--- src/rtl/clic_entry_table_pkg.sv ---
// Shared types for the CLIC entry table: source indexing, priority width,
// per-source state record and the software field-select encoding.
package clic_entry_table_pkg;

    localparam int NR_INDEX_BITS = 3;
    localparam int NR_PRIO_BITS  = 3;
    localparam int NR_SOURCES    = 2 ** NR_INDEX_BITS;

    typedef logic [NR_INDEX_BITS-1:0] Index;
    typedef logic [NR_PRIO_BITS-1:0]  Entry;
    typedef Entry [NR_SOURCES-1:0]    Entries;

    typedef enum logic [1:0] {
        PRIO    = 2'b00,
        ENABLE  = 2'b01,
        PENDING = 2'b10,
        TRIG    = 2'b11
    } field_e;

    // Packed order gives {trig, pending, enable, prio} directly on readback.
    typedef struct packed {
        logic trig;
        logic pending;
        logic enable;
        Entry prio;
    } EntryState;

    typedef EntryState [NR_SOURCES-1:0] EntryStates;

    // Priority 0 doubles as "not requesting", so masking just forces 0.
    function automatic Entry mask_entry(input EntryState e);
        return (e.pending && e.enable) ? e.prio : '0;
    endfunction

endpackage

--- src/rtl/clic_irq_sync.sv ---
// SYNC_STAGES-deep synchroniser for the raw interrupt lines plus one
// edge-history flop; rise_o flags a 0->1 transition of the synchronised line.
module clic_irq_sync #(
    parameter int SYNC_STAGES = 2,
    parameter int WIDTH       = 8
) (
    input  logic             clk,
    input  logic             rst_n,
    input  logic [WIDTH-1:0] irq_i,
    output logic [WIDTH-1:0] irq_s_o,
    output logic [WIDTH-1:0] rise_o
);

    logic [WIDTH-1:0] sync_q [SYNC_STAGES];
    logic [WIDTH-1:0] hist_q;

    always_ff @(posedge clk or negedge rst_n) begin
        if (!rst_n) begin
            for (int s = 0; s < SYNC_STAGES; s++) begin
                sync_q[s] <= '0;
            end
            hist_q <= '0;
        end else begin
            sync_q[0] <= irq_i;
            for (int s = 1; s < SYNC_STAGES; s++) begin
                sync_q[s] <= sync_q[s-1];
            end
            // History runs regardless of trigger mode so a level->edge switch
            // with the line already high never looks like a fresh edge.
            hist_q <= irq_s_o;
        end
    end

    assign irq_s_o = sync_q[SYNC_STAGES-1];
    assign rise_o  = irq_s_o & ~hist_q;

endmodule

--- src/rtl/clic_entry_table.sv ---
// Per-source CLIC state (prio/enable/pending/trig) with software writes and
// claims; drives the masked priority vector consumed by the arbiter.
module clic_entry_table
    import clic_entry_table_pkg::*;
#(
    parameter int SYNC_STAGES = 2
) (
    input  logic                    clk,
    input  logic                    rst_n,
    input  logic [NR_SOURCES-1:0]   irq_i,
    input  logic                    wr_en,
    input  Index                    wr_index,
    input  logic [1:0]              wr_field,
    input  Entry                    wr_data,
    input  logic                    claim_valid,
    input  Index                    claim_index,
    input  Index                    rd_index,
    output logic [NR_PRIO_BITS+2:0] rd_data,
    output Entries                  entries
);

    EntryStates            table_q, table_d;
    logic [NR_SOURCES-1:0] irq_s, rise;
    logic [NR_SOURCES-1:0] wr_sel, clm_sel;
    field_e                field;

    clic_irq_sync #(
        .SYNC_STAGES (SYNC_STAGES),
        .WIDTH       (NR_SOURCES)
    ) u_irq_sync (
        .clk     (clk),
        .rst_n   (rst_n),
        .irq_i   (irq_i),
        .irq_s_o (irq_s),
        .rise_o  (rise)
    );

    assign field = field_e'(wr_field);

    always_comb begin
        wr_sel  = '0;
        clm_sel = '0;
        if (wr_en) begin
            wr_sel[wr_index] = 1'b1;
        end
        if (claim_valid) begin
            clm_sel[claim_index] = 1'b1;
        end
    end

    always_comb begin
        table_d = table_q;
        for (int i = 0; i < NR_SOURCES; i++) begin
            if (wr_sel[i]) begin
                case (field)
                    PRIO:    table_d[i].prio   = wr_data;
                    ENABLE:  table_d[i].enable = wr_data[0];
                    TRIG:    table_d[i].trig   = wr_data[0];
                    default: ;
                endcase
            end

            // Pending uses the mode in force before any same-cycle trig write.
            if (!table_q[i].trig) begin
                table_d[i].pending = irq_s[i];
            end else if (rise[i]) begin
                table_d[i].pending = 1'b1;
            end else if (wr_sel[i] && field == PENDING) begin
                table_d[i].pending = wr_data[0];
            end else if (clm_sel[i]) begin
                table_d[i].pending = 1'b0;
            end
        end
    end

    always_ff @(posedge clk or negedge rst_n) begin
        if (!rst_n) begin
            table_q <= '0;
        end else begin
            table_q <= table_d;
        end
    end

    always_comb begin
        for (int i = 0; i < NR_SOURCES; i++) begin
            entries[i] = mask_entry(table_q[i]);
        end
    end

    assign rd_data = table_q[rd_index];

endmodule

--- config.mk ---
export PLATFORM = sky130hd
export DESIGN_NAME = clic_entry_table
export DESIGN_NICKNAME = d
export VERILOG_FILES = /design/src/rtl/clic_entry_table_pkg.sv /design/src/rtl/clic_irq_sync.sv /design/src/rtl/clic_entry_table.sv
export SDC_FILE = /design/constraint.sdc
export NUM_CORES = 1
export LEC_CHECK = 0
export BUFFER_PORTS_ARGS = -buffer_cell sky130_fd_sc_hd__buf_2
export CAP_MARGIN = 5
export CORE_ASPECT_RATIO = 0.6
export CORE_UTILIZATION = 45
export DETAILED_ROUTE_END_ITERATION = 8
export PLACE_DENSITY = 0.66
export SKIP_LAST_GASP = 1
export SYNTH_ARGS = -nofsm -noshare
export SYNTH_HDL_FRONTEND = slang
export SYNTH_SLANG_ARGS = --single-unit
--- constraint.sdc ---
create_clock -name clk -period 2 [get_ports clk]
set_input_delay 0.1 -clock clk [delete_from_list [all_inputs] [get_ports clk]]
set_output_delay 0.1 -clock clk [all_outputs]
set_load 0.05 [all_outputs]
==> impl_metrics.tcl, run 1 <==
set metrics [dict create \
    io_pins 56 \
    crit_fanout 5 \
    final_common_cell "dfrtp_1" \
    cp_cell_sequence "mux4_1, mux2_2, buf_2" \
    rows 24 \
    r2r.worst_path.cells 2 \
    dr.first_iter.drc_count 148 \
    worst-path-stages 3 \
    p_leak_uw 0.00201 \
    power_frac_comb_pct 17.9 \
    holdWs_ns 0.158 \
    clk_path_buf_depth 2 \
    end_kind "output port" \
    period_needed_ns 1.91 \
    slew-limit-headroom_pct 59.6 \
    syn_area_um2 3400 \
    r2r_slack_ns 1.08 \
    required_ns 1.90 \
    grt_pass1_wl_mm 13.0 \
    syn2layout_area_growth_pct 23.0 \
    worstHoldPathCells 2 \
    antenna_found_initial 1 \
    synth_fp_nets 280 \
    regToRegEndpoint "table_q[40]" \
    r2r-start "table_q[41]" \
    final_cell_mix "72 x dfrtp_1, 55 x buf_2, 44 x mux2_2, 31 x nand2_1, 26 x and3_1" \
    synthAdderAreaFrac_pct 0 \
    seqPwrFrac_pct 42.0 \
    slowest_delay_ns 0.54 \
    cts_sinks 72 \
    grt_pass1_vias 2378 \
    hpwl_mm 5.66 \
    hold_viol 0 \
    die_h_um 69.4 \
    cts_root_buf "clkbuf_16" \
    place_congestion 0.899 \
    cts-resized-gates 0 \
    start_util_pct 46.7 \
    crit_family "multiplexers" \
    die_w_um 114 \
    ys_ff_latch 72 \
    clk_latency_ns 0.33 \
    multi_input_comb_area_um2 1530 \
    finalClockSkew_ns 0.00210 \
    ant_nets 0 \
    core_area_um2 7300 \
    cp-start-kind "register" \
    hold_buffers 9 \
    p_sw_share_pct 27.6 \
    max_freq_ghz 0.522 \
    grt_usage_pct 22.3 \
    ys_types 25 \
    powerDensity_nw_per_um2 1060 \
    firstDrtPassIters 4 \
    setup_violations 0 \
    cell_internal_pwr_uw 3210 \
    htreeDepth 3 \
    io_buffers 55 \
    grt_max_degree 73 \
    drv_cap 0 \
    overflow 0 \
    fp.dieArea_um2 7930 \
    drive_above_1_share_pct 37.2 \
    cts_tree "built" \
    crit_buf_inv 1 \
    syn_area_per_cell_um2 13.4 \
    grt_setup_unrepaired "false" \
    wl_per_cell_um 18.9 \
    synth_xor_area_share_pct 0 \
    synth_mux_area_share_pct 24.5 \
    hp-start "wr_data[1]" \
    vias 2382 \
    synth_compound_area_share_pct 4.12 \
    p_clk_share_pct 40.1 \
    ys_warn_count 0 \
    p_switching_uw 1230 \
    min_period_over_period_pct 95.7 \
    cts.clk_slew.worst_paths_ns 0.06 \
    regArea_um2 1800 \
    worst_pin_slew_ns 0.606 \
    crit_arrival_ns 1.81 \
    drt_wl_total_mm 8.07 \
    cp_slowest_cell "mux4_1" \
    timing_worst_setup_path_type "reg2out" \
    drc 0 \
    synth-simple-area-share_pct 16.5 \
    vdd_drop_max_uv 426 \
    nets 344 \
    postSynthCellCount 254 \
    hold-path-endpoint "table_q[37]" \
    holdCritPathClass "in2reg" \
    setup_tns_ns 0 \
    ys_seq_area_share_pct 52.9 \
    outcome "complete, no violations" \
    n_fill_cell 618 \
    via_per_inst 5.57 \
    cts_buffers 9 \
    synth_top_family_by_area "multiplexers" \
    slew_viol_final 0 \
    post-cts-setup-buffers 0 \
]
## sequential cells by signal, summed over array words and instances (netlist names)
name and count:
u_irq_sync.irq_s_o 8, u_irq_sync.sync_q 8, u_irq_sync.hist_q 8, table_q 48
## area by class of cell
class	count	share of cell area [%]
diodes	1	0.0597
clock buffers	9	5.38
clock inverters	7	2.63
multi-input cells	170	36.6
flip-flops and latches	72	43.0
well taps	104	3.11
repair buffers	65	9.20
## Yosys cell counts
| cell | number | area (µm²) |
|---|---|---|
| dfrtp_1 | 72 | 1800 |
| mux2_2 | 44 | 495 |
| nand2_1 | 31 | 116 |
| and3_1 | 26 | 163 |
| nor2_1 | 17 | 63.8 |
| mux4_1 | 12 | 315 |
| o2111ai_1 | 8 | 70.1 |
| nand4b_1 | 6 | 52.6 |
| buf_2 | 4 | 20.0 |
| clkbuf_1 | 4 | 15.0 |
| o311ai_0 | 4 | 35.0 |
| o311ai_1 | 4 | 35.0 |
| nand4bb_1 | 3 | 33.8 |
| or4bb_1 | 3 | 33.8 |
| buf_6 | 2 | 22.5 |
| mux2_1 | 2 | 22.5 |
| nand2b_1 | 2 | 12.5 |
| nand4_1 | 2 | 12.5 |
| nor2b_1 | 2 | 12.5 |
| and4bb_2 | 1 | 12.5 |
| buf_1 | 1 | 3.75 |
| buf_4 | 1 | 7.51 |
| nor4b_4 | 1 | 23.8 |
| or4b_2 | 1 | 10.0 |
| or4b_4 | 1 | 13.8 |
## worst max-delay path by stage
stage                     start         end  slack (ns)
CTS                 table_q[34]  rd_data[4]        0.06
finish              table_q[34]  rd_data[4]        0.09
detailed placement  rd_index[1]  rd_data[5]        0.36
global route        table_q[22]  rd_data[4]        0.04
global placement    rd_index[1]  rd_data[3]        0.43
floorplan           table_q[23]  rd_data[5]        0.64
## through the flow
step	instances	cell area, µm²	total power (µW)	util, %	setup slack (ns)
global placement	402	3760	2650	51.5	0.429
global route	427	4190	4620	57.4	0.0426
floorplan	254	3400	2390	-	0.635
detailed placement	402	3760	2670	51.5	0.356
finish	428	4190	4440	57.4	0.0854
CTS	427	4190	4480	57.4	0.0583
## power by group through the flow
stage | logic, µW | clock network [µW] | registers (µW)
after detailed placement | 783 | 0 | 1880
after CTS | 802 | 1820 | 1860
final | 794 | 1780 | 1860
after global routing | 850 | 1880 | 1890
after global placement | 761 | 0 | 1890
after floorplan | 604 | 0 | 1790
## logic make-up (layout without fill, tap and decap cells)
| logic type | count (synthesis) | count (layout) |
|---|---|---|
| compound gates | 16 | 16 |
| buf+inv | 12 | 81 |
| flops | 72 | 72 |
| mux | 58 | 58 |
| other cells | 0 | 1 |
| simple gates | 96 | 96 |
## metal layers
metal  routed length [µm]  track usage, %  share of wire (%)
met1                 4050            33.1                 50
met2                 3400            30.4                 42
met3                  458            7.17                5.7
met4                  154            7.94                1.9
met5                    0               0                  0
Note: power is estimated with default switching activity, not from simulation.
==> run 2, diff against run 1 <==
--- a/config.mk
+++ b/config.mk
@@ -8,9 +8,9 @@
 export BUFFER_PORTS_ARGS = -buffer_cell sky130_fd_sc_hd__buf_2
 export CAP_MARGIN = 5
 export CORE_ASPECT_RATIO = 0.6
-export CORE_UTILIZATION = 45
+export CORE_UTILIZATION = 60
 export DETAILED_ROUTE_END_ITERATION = 8
-export PLACE_DENSITY = 0.66
+export PLACE_DENSITY_LB_ADDON = 0.2
 export SKIP_LAST_GASP = 1
 export SYNTH_ARGS = -nofsm -noshare
 export SYNTH_HDL_FRONTEND = slang
==> run 2 against run 1 <==
Compared with the run above:
- clock skew increased by 0.0029 ns
- critical endpoint is now rd_data[0]
- non-clock buffer count unchanged
- critical path type unchanged
- utilization increased by 18 points
- largest power group unchanged
- die area decreased by 24%
- global-route usage increased by 6.3 points
==> impl_metrics.tcl, run 2 (synthesized netlist as in run 1, its figures left out) <==
set metrics [dict create \
    grt_pass1_vias 2246 \
    holdWs_ns 0.114 \
    timing_worst_setup_path_type "reg2out" \
    top_layer_used "met4" \
    p_switching_uw 1220 \
    finalClockSkew_ns 0.00495 \
    setup_tns_ns 0 \
    cts_sinks 72 \
    cts_root_buf "clkbuf_8" \
    cts_tree "built" \
    antenna_found_initial 0 \
    p_leak_uw 0.00191 \
    drive_above_1_share_pct 38.1 \
    wl_met2_mm 3.43 \
    period_needed_ns 1.94 \
    p_sw_share_pct 32.8 \
    rows 20 \
    drv_cap 0 \
    htreeDepth 3 \
    place_congestion 0.832 \
    slew-limit-headroom_pct 57.4 \
    drt_wl_total_mm 7.65 \
    r2r_slack_ns 1.10 \
    grt_usage_pct 28.6 \
    max_freq_ghz 0.514 \
    post-cts-setup-buffers 0 \
    worst_pin_slew_ns 0.638 \
    required_ns 1.90 \
    die_h_um 60.4 \
    wl_met1_mm 3.48 \
    cell_internal_pwr_uw 2490 \
    p_clk_share_pct 28.0 \
    cp-start-kind "register" \
    final_area_um2 3980 \
    die_w_um 99.2 \
    seqPwrFrac_pct 50.1 \
    crit_fanout 3 \
    holdCritPathClass "in2reg" \
    grt_pass1_wl_mm 12.1 \
    setup_violations 0 \
    io_buffers 55 \
    slew_viol_final 0 \
    hpwl_mm 5.39 \
    cts_buffers 9 \
    finalPower_uw 3710 \
    power_frac_comb_pct 21.9 \
    nets 344 \
    end_kind "output port" \
    drc 0 \
    final_common_cell "dfrtp_1" \
    min_period_over_period_pct 97.2 \
    core_area_um2 5260 \
    grt_setup_unrepaired "false" \
    largest_register_ffs 48 \
    hold_viol 0 \
    clk_path_buf_depth 2 \
    wl_met3_um 677 \
    ant_nets 0 \
    placed_area_um2 3710 \
    final_cell_mix "72 x dfrtp_1, 55 x buf_2, 44 x mux2_2, 31 x nand2_1, 26 x and3_1" \
    wl_per_cell_um 19.7 \
    powerDensity_nw_per_um2 932 \
    vias 2476 \
    grt_max_degree 73 \
    overflow 0 \
    via_per_inst 6.37 \
    outcome "complete, no violations" \
    start_util_pct 64.8 \
    fp.dieArea_um2 5990 \
    clk_latency_ns 0.35 \
    vdd_drop_max_uv 624 \
    io_pins 56 \
    diodes 0 \
    firstDrtPassIters 4 \
    cts.clk_slew.worst_paths_ns 0.08 \
    dr.first_iter.drc_count 153 \
    top_register "table_q" \
    syn2layout_area_growth_pct 16.8 \
    crit_arrival_ns 1.84 \
]
run 2: what timing repair did:
action | CTS | global route
hold buffers | 9 | 0
setup endpoints to repair | 0 | 3
gates resized for setup | 0 | 3
hold endpoints to repair | 80 | 0
run 2: routing by layer:
metal / track usage (%) / vias to the layer above
li1: - / 1104
met1: 41.3 / 1272
met4: 7.56 / 0
met3: 10.6 / 5
met5: 0 / -
met2: 41.8 / 95
run 2: worst max-delay path: stages (launching register included):
cell	delay, ns
dfrtp_1	0.41
mux4_1	0.55
mux2_2	0.31
buf_2	0.22
run 2: layout make-up:
type | instances | area [µm²]
Sequential cell | 72 | 1800
Fill cell | 351 | 1280
Timing Repair Buffer | 65 | 385
Clock inverter | 6 | 45.0
Tap cell | 66 | 82.6
Clock buffer | 10 | 138
Multi-Input combinational cell | 170 | 1520
run 2: power groups by stage:
stage | combinational (µW) | clock, µW | sequential [µW]
finish | 812 | 1040 | 1860
global route | 867 | 1120 | 1880
CTS | 810 | 1060 | 1840
detailed placement | 793 | 0 | 1870
global placement | 770 | 0 | 1860
floorplan | 604 | 0 | 1790
run 2: stage by stage:
stage / std cells / utilization (%) / setup WS, ns
3_5_place_dp: 364 / 70.7 / 0.339
6_report: 389 / 75.6 / 0.0559
5_1_grt: 389 / 75.6 / 0.0121
4_1_cts: 389 / 75.9 / 0.0264
2_1_floorplan: 254 / - / 0.635
3_3_place_gp: 364 / 70.7 / 0.358
run 2: path summary, 6_finish.rpt:
kind	endpoint	from	cells after the start
min in group asynchronous	table_q[8]	rst_n	3
setup reg to reg	table_q[40]	table_q[41]	2
hold reg to reg	u_irq_sync.irq_s_o[7]	u_irq_sync.sync_q[15]	0
setup / recovery	rd_data[0]	table_q[12]	3
max in group asynchronous	table_q[23]	rst_n	3
hold / removal	table_q[1]	wr_data[1]	2
==> run 3, diff against run 2 <==
--- a/config.mk
+++ b/config.mk
@@ -6,9 +6,10 @@
 export NUM_CORES = 1
 export LEC_CHECK = 0
 export BUFFER_PORTS_ARGS = -buffer_cell sky130_fd_sc_hd__buf_2
-export CAP_MARGIN = 5
+export CELL_PAD_IN_SITES_DETAIL_PLACEMENT = 1
+export CELL_PAD_IN_SITES_GLOBAL_PLACEMENT = 2
 export CORE_ASPECT_RATIO = 0.6
-export CORE_UTILIZATION = 60
+export CORE_UTILIZATION = 41
 export DETAILED_ROUTE_END_ITERATION = 8
 export PLACE_DENSITY_LB_ADDON = 0.2
 export SKIP_LAST_GASP = 1
==> run 3 against run 2 <==
Compared with the run above:
- sequential power is essentially flat
- critical path type unchanged
- sequential cell count is the same
- largest cell class unchanged
- total power increased by 19%
- critical path depth stayed put
- die area increased by 45%
==> impl_metrics.tcl, run 3 (synthesized netlist as in run 1, its figures left out) <==
set metrics [dict create \
    ant_nets 0 \
    io_buffers 55 \
    crit_fanout 5 \
    drv_cap 0 \
    final_area_um2 4180 \
    wl_met2_mm 3.88 \
    top_layer_used "met4" \
    holdCritPathClass "in2reg" \
    io_pins 56 \
    drive_above_1_share_pct 37.7 \
    finalClockSkew_ns 0.00242 \
    start_util_pct 42.9 \
    vias 2412 \
    slew_viol_final 0 \
    setup_tns_ns 0 \
    clk_latency_ns 0.33 \
    placed_area_um2 3770 \
    fp.dieArea_um2 8680 \
    powerDensity_nw_per_um2 1050 \
    r2r_slack_ns 1.07 \
    critical_path.endpoint "rd_data[4]" \
    outcome "complete, no violations" \
    worst_pin_slew_ns 0.648 \
    min_period_over_period_pct 97.6 \
    period_needed_ns 1.95 \
    wl_per_cell_um 21.0 \
    worstSetupStartpoint "table_q[16]" \
    required_ns 1.90 \
    hpwl_mm 6.38 \
    cts_root_buf "clkbuf_16" \
    n_fill_cell 818 \
    final_common_cell "dfrtp_1" \
    die_w_um 120 \
    r2r-start "table_q[23]" \
    cp-start-kind "register" \
    setup_violations 0 \
    cts_buffers 9 \
    dp.cells 407 \
    multi_input_comb_area_um2 1530 \
    drt_wl_total_mm 9.09 \
    cts_sinks 72 \
    largest_register_ffs 48 \
    finalPower_uw 4400 \
    grt_pass1_wl_mm 14.6 \
    wl_met3_um 593 \
    place_congestion 0.770 \
    end_kind "output port" \
    vdd_drop_max_uv 499 \
    wl_met1_mm 4.53 \
    top_register "table_q" \
    r2r.worst_path.cells 2 \
    p_leak_uw 0.00200 \
    nets 345 \
    dr.first_iter.drc_count 97 \
    regToRegEndpoint "table_q[22]" \
    cts_tree "built" \
    cts.clk_slew.worst_paths_ns 0.06 \
    final_cell_mix "72 x dfrtp_1, 55 x buf_2, 44 x mux2_2, 31 x nand2_1, 26 x and3_1" \
    dp_worst_setup_slack_ns 0.280 \
    firstDrtPassIters 4 \
    diodes 0 \
    grt_setup_unrepaired "false" \
    drc 0 \
    antenna_found_initial 0 \
    htreeDepth 3 \
    rows 25 \
    clk_path_buf_depth 2 \
    slew-limit-headroom_pct 56.8 \
    syn2layout_area_growth_pct 22.8 \
    crit_arrival_ns 1.85 \
    grt_max_degree 38 \
    hold_viol 0 \
    fin_cells 432 \
    regArea_um2 1800 \
    grt_usage_pct 23.1 \
    die_h_um 72.6 \
    core_area_um2 7950 \
    setup_ws_ns 0.0481 \
    max_freq_ghz 0.512 \
    overflow 0 \
    post-cts-setup-buffers 0 \
    grt_pass1_vias 2575 \
    timing_worst_setup_path_type "reg2out" \
    via_per_inst 5.58 \
]
[run 3: what timing repair did]
action	4_1_cts	5_1_grt
endpoints found under the hold margin	25	0
resized for setup	0	1
setup endpoints to repair	0	1
hold buffers	9	0
[run 3: per-stage QoR]
stage	hold slack, ns	utilization (%)
after floorplan	-0.196	-
after global placement	0.0968	47.5
after detailed placement	0.101	47.5
after CTS	0.160	52.7
after global routing	0.182	52.6
final	0.152	52.6
[run 3: worst min path at each step]
stage / from / endpoint / slack (ns) / cells after the start
floorplan: rst_n / table_q[0] / -0.20 / 0
global placement: rst_n / table_q[44] / 0.1 / 1
detailed placement: rst_n / table_q[45] / 0.10 / 1
CTS: wr_data[1] / table_q[1] / 0.16 / 2
global route: wr_data[1] / table_q[1] / 0.18 / 2
finish: wr_data[1] / table_q[1] / 0.15 / 2
[run 3: final cells by class]
class | count | share of cell area, %
timing repair buffer | 66 | 9.40
tap | 108 | 3.23
clock buffer | 9 | 5.39
sequential | 72 | 43.1
multi-input combinational | 170 | 36.6
clock inverter | 7 | 2.27
[run 3: routing by layer]
metal | vias up | global-route usage [%]
met5 | - | 0
met4 | 0 | 7.08
met3 | 8 | 7.50
met2 | 65 | 32.9
met1 | 1242 | 33.5
li1 | 1097 | -
[run 3: power breakdown]
part	leakage, µW	internal, µW	switching (µW)
Sequential	0.000884	1660	209
Clock	0.000156	1090	615
Combinational	0.000958	347	473
Total	0.00200	3100	1300
[run 3: critical path: stages, from the launching register on]
cell and delay, ns:
dfrtp_1 0.42, mux4_1 0.58, mux2_2 0.30, buf_2 0.21
